## config.mk

```make
export PLATFORM = sky130hd
export DESIGN_NAME = periph_uart_tx
export DESIGN_NICKNAME = d
export VERILOG_FILES = /design/src/rtl/periph_uart_tx.sv
export SDC_FILE = /design/constraint.sdc
export NUM_CORES = 1
export LEC_CHECK = 0
export ABC_AREA = 1
export CELL_PAD_IN_SITES_DETAIL_PLACEMENT = 0
export CELL_PAD_IN_SITES_GLOBAL_PLACEMENT = 1
export CORE_ASPECT_RATIO = 1.75
export CORE_MARGIN = 2
export CORE_UTILIZATION = 37
export DETAILED_ROUTE_END_ITERATION = 6
export PLACE_DENSITY = 0.76
export SYNTH_ARGS = -nofsm -noshare
export SYNTH_HDL_FRONTEND = slang
export SYNTH_SLANG_ARGS = --single-unit
export TNS_END_PERCENT = 30
```

## constraint.sdc

```tcl
create_clock -name sys_clk -period 2.5 [get_ports sys_clk]
set_input_delay 0.5 -clock sys_clk [delete_from_list [all_inputs] [get_ports sys_clk]]
set_output_delay 0.5 -clock sys_clk [all_outputs]
set_load 0.05 [all_outputs]
```

## src/rtl/periph_uart_tx.sv

```systemverilog
// Peripheral-bus responder with a transmit-only 8N1 UART, TX FIFO and programmable baud divider.
// Optional interrupt output enabled by defining PERIPH_UART_TX_IRQ_EN.
module periph_uart_tx #(
  parameter int unsigned FIFO_DEPTH  = 8,
  parameter logic [15:0] DEFAULT_DIV = 16'd433
) (
  input  logic        sys_clk,
  input  logic        rst_n,
  input  logic        periph_mem_valid,
  input  logic [30:0] periph_mem_addr,
  input  logic        periph_mem_write,
  input  logic [31:0] periph_mem_wdata,
  input  logic [3:0]  periph_mem_wstrb,
  output logic [31:0] periph_mem_rdata,
  output logic        periph_mem_ready,
`ifdef PERIPH_UART_TX_IRQ_EN
  output logic        irq,
`endif
  output logic        uart_tx
);

  localparam int PW = (FIFO_DEPTH > 1) ? $clog2(FIFO_DEPTH) : 1;
  localparam int LW = $clog2(FIFO_DEPTH + 1);

  typedef enum logic [1:0] {S_IDLE, S_START, S_DATA, S_STOP} state_t;

  logic          ready_q;
  logic [31:0]   rdata_q, rdata_d, rd_val;
  logic [15:0]   bauddiv_q;
  logic          tx_en_q;
  logic          ovf_q;
  logic [PW-1:0] wr_ptr_q, rd_ptr_q;
  logic [LW-1:0] level_q;
  logic [7:0]    fifo_mem [FIFO_DEPTH];
  logic [7:0]    fifo_rd;

  state_t        state_q, state_d;
  logic [15:0]   baud_cnt_q, baud_cnt_d;
  logic [2:0]    bit_cnt_q, bit_cnt_d;
  logic [7:0]    shift_q, shift_d;
  logic          tx_q, tx_d;
  logic          pop;

  logic          access, wr_acc, push_req, push;
  logic          fifo_full, fifo_empty, tx_idle, bit_end, start_ok;
  logic [1:0]    reg_sel;
  logic [7:0]    level_byte;
  logic          irq_en;

  // A request is serviced on the edge that raises ready; valid is ignored while ready is high.
  assign access     = periph_mem_valid && !ready_q;
  assign wr_acc     = access && periph_mem_write;
  assign reg_sel    = periph_mem_addr[3:2];
  assign fifo_full  = (level_q == LW'(FIFO_DEPTH));
  assign fifo_empty = (level_q == '0);
  assign push_req   = wr_acc && (reg_sel == 2'd0) && periph_mem_wstrb[0];
  assign push       = push_req && !fifo_full;
  assign tx_idle    = fifo_empty && (state_q == S_IDLE);
  assign level_byte = {{(8 - LW){1'b0}}, level_q};
  assign fifo_rd    = fifo_mem[rd_ptr_q];

  logic unused_ok;
  assign unused_ok = &{1'b0, periph_mem_addr[30:4], periph_mem_addr[1:0],
                       periph_mem_wdata[31:16], periph_mem_wstrb[3:2]};

`ifdef PERIPH_UART_TX_IRQ_EN
  logic irq_en_q, irq_q;
  assign irq_en = irq_en_q;
  assign irq    = irq_q;

  always_ff @(posedge sys_clk or negedge rst_n) begin
    if (!rst_n) begin
      irq_en_q <= 1'b0;
      irq_q    <= 1'b0;
    end else begin
      if (wr_acc && (reg_sel == 2'd3) && periph_mem_wstrb[0]) irq_en_q <= periph_mem_wdata[1];
      irq_q <= irq_en_q && tx_idle;
    end
  end
`else
  assign irq_en = 1'b0;
`endif

  always_comb begin
    rd_val = '0;
    case (reg_sel)
      2'd1:    rd_val = {16'b0, level_byte, 5'b0, ovf_q, tx_idle, fifo_full};
      2'd2:    rd_val = {16'b0, bauddiv_q};
      2'd3:    rd_val = {30'b0, irq_en, tx_en_q};
      default: rd_val = '0;
    endcase
    rdata_d = (access && !periph_mem_write) ? rd_val : '0;
  end

  always_ff @(posedge sys_clk or negedge rst_n) begin
    if (!rst_n) begin
      ready_q   <= 1'b0;
      rdata_q   <= '0;
      bauddiv_q <= DEFAULT_DIV;
      tx_en_q   <= 1'b0;
      ovf_q     <= 1'b0;
    end else begin
      ready_q <= access;
      rdata_q <= rdata_d;
      if (wr_acc && (reg_sel == 2'd2)) begin
        if (periph_mem_wstrb[0]) bauddiv_q[7:0]  <= periph_mem_wdata[7:0];
        if (periph_mem_wstrb[1]) bauddiv_q[15:8] <= periph_mem_wdata[15:8];
      end
      if (wr_acc && (reg_sel == 2'd3) && periph_mem_wstrb[0]) tx_en_q <= periph_mem_wdata[0];
      // A drop on the same cycle as the W1C clear keeps overflow set.
      if (push_req && fifo_full)
        ovf_q <= 1'b1;
      else if (wr_acc && (reg_sel == 2'd1) && periph_mem_wstrb[0] && periph_mem_wdata[2])
        ovf_q <= 1'b0;
    end
  end

  always_ff @(posedge sys_clk) begin
    if (push) fifo_mem[wr_ptr_q] <= periph_mem_wdata[7:0];
  end

  always_ff @(posedge sys_clk or negedge rst_n) begin
    if (!rst_n) begin
      wr_ptr_q <= '0;
      rd_ptr_q <= '0;
      level_q  <= '0;
    end else begin
      if (push) wr_ptr_q <= wr_ptr_q + 1'b1;
      if (pop)  rd_ptr_q <= rd_ptr_q + 1'b1;
      case ({push, pop})
        2'b10:   level_q <= level_q + LW'(1);
        2'b01:   level_q <= level_q - LW'(1);
        default: level_q <= level_q;
      endcase
    end
  end

  assign bit_end  = (baud_cnt_q == 16'd0);
  assign start_ok = tx_en_q && !fifo_empty;

  always_comb begin
    state_d    = state_q;
    baud_cnt_d = baud_cnt_q - 16'd1;
    bit_cnt_d  = bit_cnt_q;
    shift_d    = shift_q;
    tx_d       = tx_q;
    pop        = 1'b0;
    case (state_q)
      S_IDLE: begin
        baud_cnt_d = baud_cnt_q;
        tx_d       = 1'b1;
        if (start_ok) begin
          pop        = 1'b1;
          state_d    = S_START;
          baud_cnt_d = bauddiv_q;
          shift_d    = fifo_rd;
          tx_d       = 1'b0;
        end
      end
      S_START: begin
        if (bit_end) begin
          state_d    = S_DATA;
          baud_cnt_d = bauddiv_q;
          bit_cnt_d  = 3'd0;
          tx_d       = shift_q[0];
        end
      end
      S_DATA: begin
        if (bit_end) begin
          baud_cnt_d = bauddiv_q;
          if (bit_cnt_q == 3'd7) begin
            state_d = S_STOP;
            tx_d    = 1'b1;
          end else begin
            bit_cnt_d = bit_cnt_q + 3'd1;
            shift_d   = {1'b0, shift_q[7:1]};
            tx_d      = shift_q[1];
          end
        end
      end
      S_STOP: begin
        if (bit_end) begin
          // Chain straight into the next START so queued frames run back to back.
          if (start_ok) begin
            pop        = 1'b1;
            state_d    = S_START;
            baud_cnt_d = bauddiv_q;
            shift_d    = fifo_rd;
            tx_d       = 1'b0;
          end else begin
            state_d    = S_IDLE;
            baud_cnt_d = baud_cnt_q;
            tx_d       = 1'b1;
          end
        end
      end
      default: begin
        state_d    = S_IDLE;
        baud_cnt_d = baud_cnt_q;
        tx_d       = 1'b1;
      end
    endcase
  end

  always_ff @(posedge sys_clk or negedge rst_n) begin
    if (!rst_n) begin
      state_q    <= S_IDLE;
      baud_cnt_q <= '0;
      bit_cnt_q  <= '0;
      shift_q    <= '0;
      tx_q       <= 1'b1;
    end else begin
      state_q    <= state_d;
      baud_cnt_q <= baud_cnt_d;
      bit_cnt_q  <= bit_cnt_d;
      shift_q    <= shift_d;
      tx_q       <= tx_d;
    end
  end

  assign periph_mem_ready = ready_q;
  assign periph_mem_rdata = rdata_q;
  assign uart_tx          = tx_q;

endmodule
```

==> run_results.csv <==
group,metric,value,unit
logic_synthesis,synth_top_area_cell,"edfxtp_1",
worst_hold_path,hp-class,"reg2reg",
logic_synthesis,synth.distinct_cells,37,
detailed_routing,via_per_inst,4.77,
sta,fin_worst_skew,0.00830,ns
setup_path,worstPathRequired,2.80,ns
logic_synthesis,syn_area,6780,µm²
logic_synthesis,ys_ff_latch,139,
cts,cts_tree,"done",
cts,cts_inserted_buffers,17,
logic_synthesis,yosys_warnings,0,
die,die_h,183,µm
detailed_routing,ant_nets,0,
die,core,18000,µm²
sta,clock.fmax,433,MHz
die,die_area,19500,µm²
grt,antenna_found_initial,0,
place,hpwl,11.6,mm
logic_synthesis,synthCells,753,
sta,drv_slew,0,
logic_synthesis,synth_top_cells_by_area,"edfxtp_1, dfrtp_1, nand2_1",
sta,fin_hold_ws,0.465,ns
cts,cts_root_buffer,"clkbuf_16",
setup_path,crit_fanout,5,
die,die_x,106,µm
cells_and_area,final_cell_mix,"nand2_1, nor2_1, dfrtp_1",
place,io_buffers,41,
place,post-place-ws,-0.112,ns
sta,worst_slew_pin_slew,0.592,ns
detailed_routing,drt-wirelength-per-cell,15.1,µm
logic_synthesis,synth_top_area_share,28.3,%
setup_path,endpoint_kind,"register",
sta,period_share,92.4,%
detailed_routing,route.detailed.drc,0,
cells_and_area,area_growth_syn_to_layout,23.8,%
pwr,power.density,1140,nW/µm²
setup_path,cp-start-kind,"register",
die,initial_core_util,37.7,%
sta,period_minus_slack,2.31,ns
logic_synthesis,avgSynthCellArea,9.01,µm²
outcome,outcome,"complete, no violations",
die,ios,105,
die,rows,65,
detailed_routing,first_iter_violations,283,
grt,grt_pass1_vias,5220,
detailed_routing,drtPass1Iterations,5,
cells_and_area,layout.filler_cells,1692,
cells_and_area,diodes,0,
detailed_routing,wirelength,16.5,mm
cells_and_area,layout-drive-gt1-share,14.9,%
cts,postCtsSetupBuffers,0,
setup_path,critPathKind,"reg2reg",
setup_path,crit_arrival,2.61,ns
cells_and_area,final_common_cell,"nand2_1",
sta,rsz0062_at_grt,"false",
logic_synthesis,ys_seq_area_share,56.1,%
job,maxCapViolations,0,
cells_and_area,instances_no_fill,1094,
pwr,p_leak,3.78,nW
grt,grt-ovfl-total,0,
grt,grt_pass1_wl,26.8,mm
pwr,ir_worst_vdd,0.000535,V
cts,insertion_delay,0.42,ns
cells_and_area,final_util,46.7,%
sta,relSlewSlack,60.4,%
sta,hold_viol,0,
sta,setup_slack,0.190,ns
grt,grt_start_max_net_pins,50,
place,dp.cells,1061,
cts,clkTransAtPathRegs,0.07,ns
place,gp_congestion,0.852,
cts,cts-htree-levels,4,
grt,grt_use_total,17.9,%
cts,cts.sinks,139,
detailed_routing,via_count,5214,
cts,cts_buffer_depth,2,
cells_and_area,num-nets-final,931,
sta,final-setup-viol-count,0,
-- cell type report --
| class | instances | area [µm²] | area share, % |
|---|---|---|---|
| flip-flops and latches | 139 | 3810 | 45.3 |
| multi-input cells | 533 | 2610 | 31.1 |
| repair buffers | 102 | 881 | 10.5 |
| clock buffers | 17 | 425 | 5.06 |
| well taps | 234 | 293 | 3.49 |
| inverters | 54 | 203 | 2.41 |
| clock inverters | 15 | 178 | 2.12 |
-- per-stage QoR --
stage / setup TNS, ns / instance area [µm²] / power (mW)
floorplan: 0 / 6840 / 5.68
global placement: -0.528 / 7760 / 7.02
detailed placement: -1.37 / 7760 / 7.05
CTS: 0 / 8380 / 9.67
global route: 0 / 8400 / 10.3
finish: 0 / 8400 / 9.59
-- critical path, cell delays in order, from the launching register on --
cell,delay [ns]
dfrtp_1,0.38
inv_1,0.08
ha_2,0.18
nand3_2,0.11
nor2_4,0.16
nand2_4,0.06
inv_2,0.07
nand2_2,0.07
nand2_2,0.07
nand2_2,0.09
inv_2,0.10
ha_4,0.16
nand2_1,0.05
inv_1,0.06
nor2_1,0.05
ha_1,0.18
a21oi_2,0.11
xor2_1,0.13
o21ai_0,0.08
-- report_power, final --
group	switching (mW)	internal (mW)	total, mW	leakage, nW
clock	1.08	1.51	2.59	0.295
sequential	0.244	2.78	3.02	1.52
combinational	2.52	1.46	3.97	1.97
total	3.84	5.75	9.59	3.78
-- sequential cells by signal (all words and copies together), names as in the netlist --
signal	count
state_q	2
rd_ptr_q	3
level_q	4
periph_mem_rdata	16
shift_q	8
uart_tx	1
wr_ptr_q	3
periph_mem_ready	1
bauddiv_q	16
bit_cnt_q	3
ovf_q	1
baud_cnt_q	16
tx_en_q	1
fifo_mem	64
-- worst paths after layout --
path	endpoint	slack (ns)	from	cells past startpoint
hold reg to reg	periph_mem_ready	0.47	periph_mem_ready	1
max in group asynchronous	bauddiv_q[0]	1.31	rst_n	3
setup / recovery	level_q[2]	0.19	baud_cnt_q[1]	18
min in group asynchronous	baud_cnt_q[13]	0.55	rst_n	2
setup reg to reg	level_q[2]	0.19	baud_cnt_q[1]	18
hold / removal	periph_mem_ready	0.47	periph_mem_ready	1
-- what timing repair did --
action / 4_1_cts / 5_1_grt
resized for setup: 2 / 9
pin swaps: 1 / 1
endpoints found under the setup margin: 1 / 2
cloned: 0 / 0
endpoints found under the hold margin: 9 / 0
hold buffers: 1 / 0
-- cell families after synthesis --
kind of cell | count (synthesis) | synth area share [%]
adders and majority gates | 13 | 2.40
muxes | 4 | 0.664
DFF | 139 | 56.1
xor gates and xnor gates | 15 | 1.94
AOI/OAI and AO/OA | 109 | 9.19
and+or+nand+nor | 376 | 23.0
buffers and inverters | 96 | 6.60
other | 1 | 0.0553
-- synthesized netlist by cell type (all sizes together) --
library cell  count
buf              26
dfstp             6
xor2             11
nand3b            3
ha               13
a31oi             1
edfxtp           64
a32o              1
a21oi            23
inv              54
o211ai           18
or2               3
nor3             10
nor2            108
nand3            53
conb              1
dfrtp            69
xnor2             4
mux2              4
nand2           199
clkbuf           16
o21ai            66
-- layer usage --
metal	GRT usage, %	routed length [µm]	vias up
met5	0	0	-
met4	7.58	437	0
met3	2.99	438	25
met2	33.3	9080	98
met1	19.8	6510	2448
li1	-	-	2643
No activity file was read; power rests on OpenSTA's default activity.
